**config.mk**
```make
export PLATFORM = sky130hd
export DESIGN_NAME = m3_step_ramp_ctrl
export DESIGN_NICKNAME = d
export VERILOG_FILES = /design/src/rtl/m3_motor_pkg.sv /design/src/rtl/m3_sat_ramp_step.sv /design/src/rtl/m3_step_ramp_ctrl.sv
export SDC_FILE = /design/constraint.sdc
export NUM_CORES = 1
export LEC_CHECK = 0
export CAP_MARGIN = 25
export CELL_PAD_IN_SITES_DETAIL_PLACEMENT = 2
export CELL_PAD_IN_SITES_GLOBAL_PLACEMENT = 2
export CORE_UTILIZATION = 32
export DETAILED_ROUTE_END_ITERATION = 8
export PLACE_DENSITY = 0.87
export SYNTH_ARGS = -nofsm -noshare
export SYNTH_HDL_FRONTEND = slang
export SYNTH_SLANG_ARGS = --single-unit
```
**constraint.sdc**
```tcl
create_clock -name clkI -period 3.8 [get_ports clkI]
set_input_delay 0.76 -clock clkI [delete_from_list [all_inputs] [get_ports clkI]]
set_output_delay 0.76 -clock clkI [all_outputs]
set_load 0.005 [all_outputs]
```
**src/rtl/m3_motor_pkg.sv**
```systemverilog
// rtl/m3_motor_pkg.sv - shared state encoding, default constants and power helper
//
// Purpose: common definitions for the 3-phase step/ramp controller.
//   m3State_t  : controller state, encoded as seen on m3stateO
//   DEF_*      : default parameter values for m3_step_ramp_ctrl
//   satPower() : fixed-delta saturating add/sub for the power level
package m3_motor_pkg;

  typedef enum logic [1:0] {
    ST_IDLE    = 2'd0,
    ST_RUN     = 2'd1,
    ST_REVERSE = 2'd2,
    ST_STOP    = 2'd3
  } m3State_t;

  localparam int DEF_PERIOD_W   = 22;
  localparam int DEF_PERIOD_MAX = 4000000;
  localparam int SIM_PERIOD_MAX = 400;
  localparam int DEF_PERIOD_MIN = 40;
  localparam int DEF_STEPS      = 12;
  localparam int DEF_STEP_W     = 4;
  localparam int DEF_RAMP_SHIFT = 5;
  localparam int DEF_POWER_W    = 10;
  localparam int DEF_POWER_INIT = 102;
  localparam int DEF_POWER_MAX  = 1023;
  localparam int DEF_POWER_STEP = 8;

  // Opposing requests cancel; otherwise move by delta and clamp to [0, ceil].
  function automatic int satPower(int lvl, logic up, logic dn, int delta, int ceil);
    if (up && !dn) begin
      return (lvl + delta > ceil) ? ceil : lvl + delta;
    end
    if (dn && !up) begin
      return (lvl < delta) ? 0 : lvl - delta;
    end
    return lvl;
  endfunction

endpackage

```
**src/rtl/m3_sat_ramp_step.sv**
```systemverilog
// rtl/m3_sat_ramp_step.sv - saturating proportional ramp step
//
// Purpose: yO = xI +/- max(xI >> SHIFT, 1), clamped to [MIN, MAX].
//   xI   : current value
//   addI : request an increase
//   subI : request a decrease (addI and subI together cancel)
//   yO   : next value (combinational)
module m3_sat_ramp_step #(
  parameter int W     = 22,
  parameter int SHIFT = 5,
  parameter int MIN   = 40,
  parameter int MAX   = 4000000
) (
  input  logic [W-1:0] xI,
  input  logic         addI,
  input  logic         subI,
  output logic [W-1:0] yO
);

  localparam logic [W:0] MIN_W = (W+1)'(MIN);
  localparam logic [W:0] MAX_W = (W+1)'(MAX);

  // One extra bit so the sum cannot wrap before the clamp.
  logic [W:0]   wideX;
  logic [W:0]   shifted;
  logic [W:0]   delta;
  logic [W:0]   sum;
  logic [W-1:0] diff;

  always_comb begin
    wideX   = {1'b0, xI};
    shifted = wideX >> SHIFT;
    // Small values would otherwise stall at a zero delta.
    delta   = (shifted == '0) ? (W+1)'(1) : shifted;
    sum     = wideX + delta;
    diff    = xI - delta[W-1:0];
    yO      = xI;
    if (addI && !subI) begin
      yO = (sum > MAX_W) ? MAX_W[W-1:0] : sum[W-1:0];
    end else if (subI && !addI) begin
      // Compare before subtracting so an underflow never reaches yO.
      yO = (wideX < delta + MIN_W) ? MIN_W[W-1:0] : diff;
    end
  end

endmodule

```
**src/rtl/m3_step_ramp_ctrl.sv**
```systemverilog
// rtl/m3_step_ramp_ctrl.sv - 3-phase commutation step sequencer with speed/power ramping
//
// Purpose: produces the commutation step index and a per-step strobe, and holds
// the step period and power level under INC/DEC request control. Direction
// changes ramp the period up to its slowest value before the direction flips.
// Ports:
//   clkI, rstI                  : clock, synchronous active-high reset
//   m3startI                    : run enable (level)
//   m3forceStopI                : latched emergency stop (level)
//   m3invRotateI                : requested direction, 0 forward / 1 reverse
//   m3freqINCi / m3freqDECi     : speed up / slow down pulses
//   m3powerINCi / m3powerDECi   : power up / down pulses
//   m3stepO                     : step index 0..STEPS-1
//   m3stepStrobeO               : 1-cycle pulse when m3stepO changed
//   m3periodO                   : step period in clocks
//   m3powerO                    : power level, 0 outside RUN/REVERSE
//   m3runO                      : 1 in RUN and REVERSE
//   m3dirO                      : applied direction
//   m3stateO                    : IDLE=0 RUN=1 REVERSE=2 STOP=3
module m3_step_ramp_ctrl
  import m3_motor_pkg::*;
#(
  parameter int PERIOD_W   = DEF_PERIOD_W,
  parameter int PERIOD_MAX = DEF_PERIOD_MAX,
  parameter int PERIOD_MIN = DEF_PERIOD_MIN,
  parameter int STEPS      = DEF_STEPS,
  parameter int STEP_W     = DEF_STEP_W,
  parameter int RAMP_SHIFT = DEF_RAMP_SHIFT,
  parameter int POWER_W    = DEF_POWER_W,
  parameter int POWER_INIT = DEF_POWER_INIT,
  parameter int POWER_MAX  = DEF_POWER_MAX,
  parameter int POWER_STEP = DEF_POWER_STEP
) (
  input  logic                clkI,
  input  logic                rstI,
  input  logic                m3startI,
  input  logic                m3forceStopI,
  input  logic                m3invRotateI,
  input  logic                m3freqINCi,
  input  logic                m3freqDECi,
  input  logic                m3powerINCi,
  input  logic                m3powerDECi,
  output logic [STEP_W-1:0]   m3stepO,
  output logic                m3stepStrobeO,
  output logic [PERIOD_W-1:0] m3periodO,
  output logic [POWER_W-1:0]  m3powerO,
  output logic                m3runO,
  output logic                m3dirO,
  output logic [1:0]          m3stateO
);

  localparam logic [PERIOD_W-1:0] P_MAX  = PERIOD_W'(PERIOD_MAX);
  localparam logic [POWER_W-1:0]  P_INIT = POWER_W'(POWER_INIT);

  m3State_t            state;
  logic [STEP_W-1:0]   step;
  logic [PERIOD_W-1:0] period;
  logic [PERIOD_W-1:0] remain;
  logic [POWER_W-1:0]  powerReg;
  logic [POWER_W-1:0]  powerOut;
  logic                dir;
  logic                strobe;
  logic                run;

  // Sticky request flags, consumed at the next step boundary.
  logic fIncP, fDecP, pIncP, pDecP;

  logic                freqEn;
  logic                fIncEff, fDecEff, pIncEff, pDecEff;
  logic                reversing;
  logic                boundary;
  logic                atMax;
  logic                rampAdd, rampSub;
  logic [STEP_W-1:0]   stepFwd, stepBwd;
  logic [PERIOD_W-1:0] periodNext;
  logic [POWER_W-1:0]  powerNext;

  always_comb begin
    // Speed requests only count in RUN; in REVERSE they are dropped.
    freqEn    = (state == ST_RUN);
    fIncEff   = freqEn & (fIncP | m3freqINCi);
    fDecEff   = freqEn & (fDecP | m3freqDECi);
    pIncEff   = pIncP | m3powerINCi;
    pDecEff   = pDecP | m3powerDECi;
    // Still slowing down for a pending direction change.
    reversing = (state == ST_REVERSE) && (m3invRotateI != dir);
    boundary  = (remain == PERIOD_W'(1));
    atMax     = (period == P_MAX);
    rampAdd   = reversing | fDecEff;
    rampSub   = ~reversing & fIncEff;
    stepFwd   = (step == STEP_W'(STEPS - 1)) ? '0 : step + STEP_W'(1);
    stepBwd   = (step == '0) ? STEP_W'(STEPS - 1) : step - STEP_W'(1);
    powerNext = POWER_W'(satPower(32'(powerReg), pIncEff, pDecEff, POWER_STEP, POWER_MAX));
  end

  m3_sat_ramp_step #(
    .W     (PERIOD_W),
    .SHIFT (RAMP_SHIFT),
    .MIN   (PERIOD_MIN),
    .MAX   (PERIOD_MAX)
  ) uPeriodRamp (
    .xI   (period),
    .addI (rampAdd),
    .subI (rampSub),
    .yO   (periodNext)
  );

  always_ff @(posedge clkI) begin
    if (rstI) begin
      state    <= ST_IDLE;
      step     <= '0;
      period   <= P_MAX;
      remain   <= P_MAX;
      powerReg <= P_INIT;
      powerOut <= '0;
      dir      <= 1'b0;
      strobe   <= 1'b0;
      run      <= 1'b0;
      fIncP    <= 1'b0;
      fDecP    <= 1'b0;
      pIncP    <= 1'b0;
      pDecP    <= 1'b0;
    end else if (m3forceStopI) begin
      state    <= ST_STOP;
      strobe   <= 1'b0;
      run      <= 1'b0;
      powerOut <= '0;
      fIncP    <= 1'b0;
      fDecP    <= 1'b0;
      pIncP    <= 1'b0;
      pDecP    <= 1'b0;
    end else begin
      case (state)
        ST_IDLE: begin
          strobe <= 1'b0;
          fIncP  <= 1'b0;
          fDecP  <= 1'b0;
          pIncP  <= 1'b0;
          pDecP  <= 1'b0;
          if (m3startI) begin
            state    <= ST_RUN;
            period   <= P_MAX;
            remain   <= P_MAX;
            powerReg <= P_INIT;
            powerOut <= P_INIT;
            step     <= '0;
            dir      <= m3invRotateI;
            run      <= 1'b1;
          end
        end

        ST_STOP: begin
          strobe   <= 1'b0;
          run      <= 1'b0;
          powerOut <= '0;
          fIncP    <= 1'b0;
          fDecP    <= 1'b0;
          pIncP    <= 1'b0;
          pDecP    <= 1'b0;
          // Requiring start low here forces a fresh start edge after a stop.
          if (!m3startI) begin
            state <= ST_IDLE;
          end
        end

        default: begin
          if (!m3startI) begin
            state    <= ST_IDLE;
            strobe   <= 1'b0;
            run      <= 1'b0;
            powerOut <= '0;
            fIncP    <= 1'b0;
            fDecP    <= 1'b0;
            pIncP    <= 1'b0;
            pDecP    <= 1'b0;
          end else begin
            strobe <= boundary;
            remain <= remain - PERIOD_W'(1);
            fIncP  <= fIncEff;
            fDecP  <= fDecEff;
            pIncP  <= pIncEff;
            pDecP  <= pDecEff;

            if (state == ST_RUN && m3invRotateI != dir) begin
              state <= ST_REVERSE;
            end else if (state == ST_REVERSE && m3invRotateI == dir) begin
              state <= ST_RUN;
            end

            if (boundary) begin
              fIncP    <= 1'b0;
              fDecP    <= 1'b0;
              pIncP    <= 1'b0;
              pDecP    <= 1'b0;
              powerReg <= powerNext;
              powerOut <= powerNext;
              if (reversing && atMax) begin
                // Slow enough: flip direction and step the new way.
                dir    <= m3invRotateI;
                step   <= m3invRotateI ? stepBwd : stepFwd;
                remain <= period;
                state  <= ST_RUN;
              end else begin
                period <= periodNext;
                remain <= periodNext;
                step   <= dir ? stepBwd : stepFwd;
              end
            end
          end
        end
      endcase
    end
  end

  assign m3stepO       = step;
  assign m3stepStrobeO = strobe;
  assign m3periodO     = period;
  assign m3powerO      = powerOut;
  assign m3runO        = run;
  assign m3dirO        = dir;
  assign m3stateO      = state;

endmodule

```
==> summary.md, run 1 <==
| Metric | Value |
|---|---|
| Power Internal | 0.00167 W |
| Mapped Area | 0.00789 mm² |
| Final setup margin | -1.10 ns |
| Die area | 0.0253 mm² |
| Sw frac | 0.401 |
| Yosys warnings | 0 |
| Fin crit share | 1.29 |
| Worst path required time | 3.99 ns |
| Antenna violations before repair | 3 |
| Clock group share of total power | 0.357 |
| Post-synth EDFFs | 0 |
| Critical path capture point type | flip-flop |
| Combinational family with the most area after synthesis | compound AO/OA/AOI/OAI gates |
| Overall power | 0.00279 W |
| Routed wire length | 60.4 mm |
| # IOs | 50 |
| Post-synthesis simple-gate area fraction | 0.270 |
| PortBufs | 49 |
| Adder-Cell Fraction of Synth Area | 0.100 |
| Final setup violating endpoints | 48 |
| Final Hold Fails | 0 |
| # clock sinks | 77 |
| DP HPWL | 33.9 mm |
| Max Buffers Root-to-Sink | 2 |
| Synth Register Bits | 77 |
| Comb pwr share | 0.336 |
| Die X-Extent | 159 µm |
| Synth cell count leaders | nor2_1, a21oi_1, nand2_1 |
| Pre-Repair DR Iteration Count | 7 |
| CP startpoint kind | flip-flop |
| Post-synthesis mux area share | 0.00888 |
| Max_cap viols | 0 |
| Relative slew slack | 0.269 |
| Finished Core Util | 0.459 |
| Global Route Usage Sum | 0.418 |
| Nets | 1339 |
| Hold WC Path Type | flip-flop to flip-flop |
| Compound-Gate Fraction of Synth Area | 0.320 |
| Clock root buffer | clkbuf_16 |
| Syn-to-layout area delta | 41.0% |
| Gr ovfl total | 0 |
| GPL Wtd Cong | 0.932 |
| Status | finished with violations |
| Std-Cell Core Area | 0.0242 mm² |
| NetSw | 0.00112 W |
| Avg Inst Size Synth | 7.25 µm² |
| Post-synthesis sequential area ratio | 0.195 |
| Synth Instances | 1089 |
| RSZ-0062 raised after global routing | yes |
| Achievable Freq | 204 MHz |
| Max rail drop VDD | 265 µV |
| DRC Markers | 0 |
| Clk slew on worst S/H paths | 0.09 ns |
| Worst-Skew Late Latency | 0.38 ns |
| Yosys top cell by area | dfxtp_1 |
| Die H | 159 µm |
| CTS tree | yes |
| Asr flop ratio synth | 0 |
| H-tree Lvls | 3 |
| Yosys top cell area share | 0.195 |
| Global-route wire length before repair | 79.8 mm |
| Worst-Margin Slew | 1.09 ns |
| Cts hold-fix bufs | 0 |
| Leakage | 4.30 nW |
| Minimum clock period | 4.90 ns |
| Pre-CTS WS | -0.779 ns |
| Syn nets | 1160 |
| Pwr/cell area | 251 mW/mm² |
| Iteration-0 DRC Markers | 1156 |
| Count of pins over their slew limit | 0 |
| Post-Synth XOR/XNOR Area | 0.0477 |
| Cell row count | 57 |
| Inst Count DP | 1548 |
| Final cell count without fillers | 1598 |
| Final clock skew | 0.0241 ns |
| Vias | 11.4k |
| Distinct cells, synth | 89 |
| Synth area leaders | dfxtp_1, ha_1, nor2_1 |
| Critical Path AT | 5.09 ns |
| Via density | 7.11 |
| Seq pwr share | 0.307 |
| Routed Antenna Nets | 0 |
| Initial Util | 0.325 |
| CTS Buf Count | 9 |
| Layout cell share with drive strength beyond 1 | 0.281 |
| Violated checks | negative setup slack |
| Pin count of the biggest net entering global routing | 42 |
| Number of global-route vias before repair | 12.1k |
| Routed wire per std cell | 37.8 µm |
| Top FF cell, synth | dfxtp_1 |
| Critical-path maximum fanout | 6 |
| Count leader, synth | nor2_1 |
| Setup CP Type | flip-flop to flip-flop |
## flip-flops by register name, summed over array words and instances (netlist names), 2 cells and up
register / cells
m3stepO: 4
m3powerO: 10
m3periodO: 22
m3stateO: 2
remain: 22
powerReg: 10
## kinds of logic after synthesis
| kind of cell | count (synthesis) |
|---|---|
| AO/OA/AOI/OAI | 365 |
| flip-flops | 77 |
| multiplexers | 7 |
| XOR/XNOR | 43 |
| buffers and inverters | 116 |
| AND/OR/NAND/NOR | 419 |
| adder cells (fa/ha/maj) | 62 |
## layout make-up
cell class                 count  area (µm²)
sequential                    77        1550
tap                          324         405
timing repair buffer         236        1970
multi-input combinational    896        6720
inverter                      48         180
antenna                        1        2.50
clock inverter                 7        81.3
clock buffer                   9         225
fill                        2695       13100
## what timing repair did
item,in CTS,in global routing
hold endpoints to repair,0,0
setup buffers,15,22
resized for setup,94,92
gates cloned,1,0
setup endpoints to repair,44,47
pin swaps,33,37
## power groups by stage
stage	Clock, W	Combinational, W	Sequential (W)
CTS	0.000944	0.000780	0.000851
finish	0.000994	0.000938	0.000857
global placement	0	0.000637	0.000865
detailed placement	0	0.000693	0.000867
floorplan	0	0.000381	0.000861
global route	0.00102	0.000947	0.000857
## metrics by stage
stage                     instance area [µm²]  setup TNS (ns)  hold WS [ns]
final                                   11100          -32.14         0.510
after global routing                    11100          -33.78         0.538
after CTS                               10600          -10.08         0.475
after detailed placement                 9700          -24.00         0.464
after global placement                   9700           -7.54         0.446
after floorplan                          7910               0         0.435
## worst max-delay path, stage by stage, from the launching register on
cell and delay [ns]:
dfxtp_1 0.38, nor4_4 0.24, buf_4 0.16, nand4_1 0.17, o21bai_2 0.21, ha_2 0.23
inv_2 0.05, fa_2 0.38, o21bai_4 0.16, buf_6 0.14, nand2_8 0.07, a21boi_4 0.38
buf_4 0.19, o31ai_1 0.12, xnor2_1 0.65, buf_4 0.37, nor4_4 0.08, a22oi_2 0.50
a31oi_1 0.23
## worst paths after layout
path                                   start    endpoint  slack, ns  cells after the start
worst max-delay path            m3periodO[9]  remain[10]      -1.10                     18
worst min-delay path                  m3runO      m3runO       0.51                      2
worst max register to register  m3periodO[9]  remain[10]      -1.10                     18
worst min register to register        m3runO      m3runO       0.51                      2
## layout by cell type (no fill, tap or decap), types with 40 or more instances in the layout
master / Yosys / routed
buf_4: 1 / 170
nor2_1: 118 / 115
nand2_1: 80 / 76
a21oi_1: 81 / 76
dfxtp_1: 77 / 71
ha_1: 60 / 58
o21ai_0: 69 / 55
clkdlybuf4s50_1: 0 / 49
inv_1: 42 / 40
nor3_1: 48 / 40
## routing by layer
layer  global-route usage  vias to the layer above  share of wire
met3               0.0972                      477          0.095
met4                0.362                        2           0.11
met1                0.444                     5549           0.35
li1                     -                     4384              -
met5                    0                        -        0.00015
met2                0.702                      953           0.45
(Power assumes the default switching activity.)
==> inputs of run 2 (changes only) <==
GPL_ROUTABILITY_DRIVEN = 1   (was default)
==> results of run 2 <==
No change in the layout: final DEF, timing and power equal those of run 1.
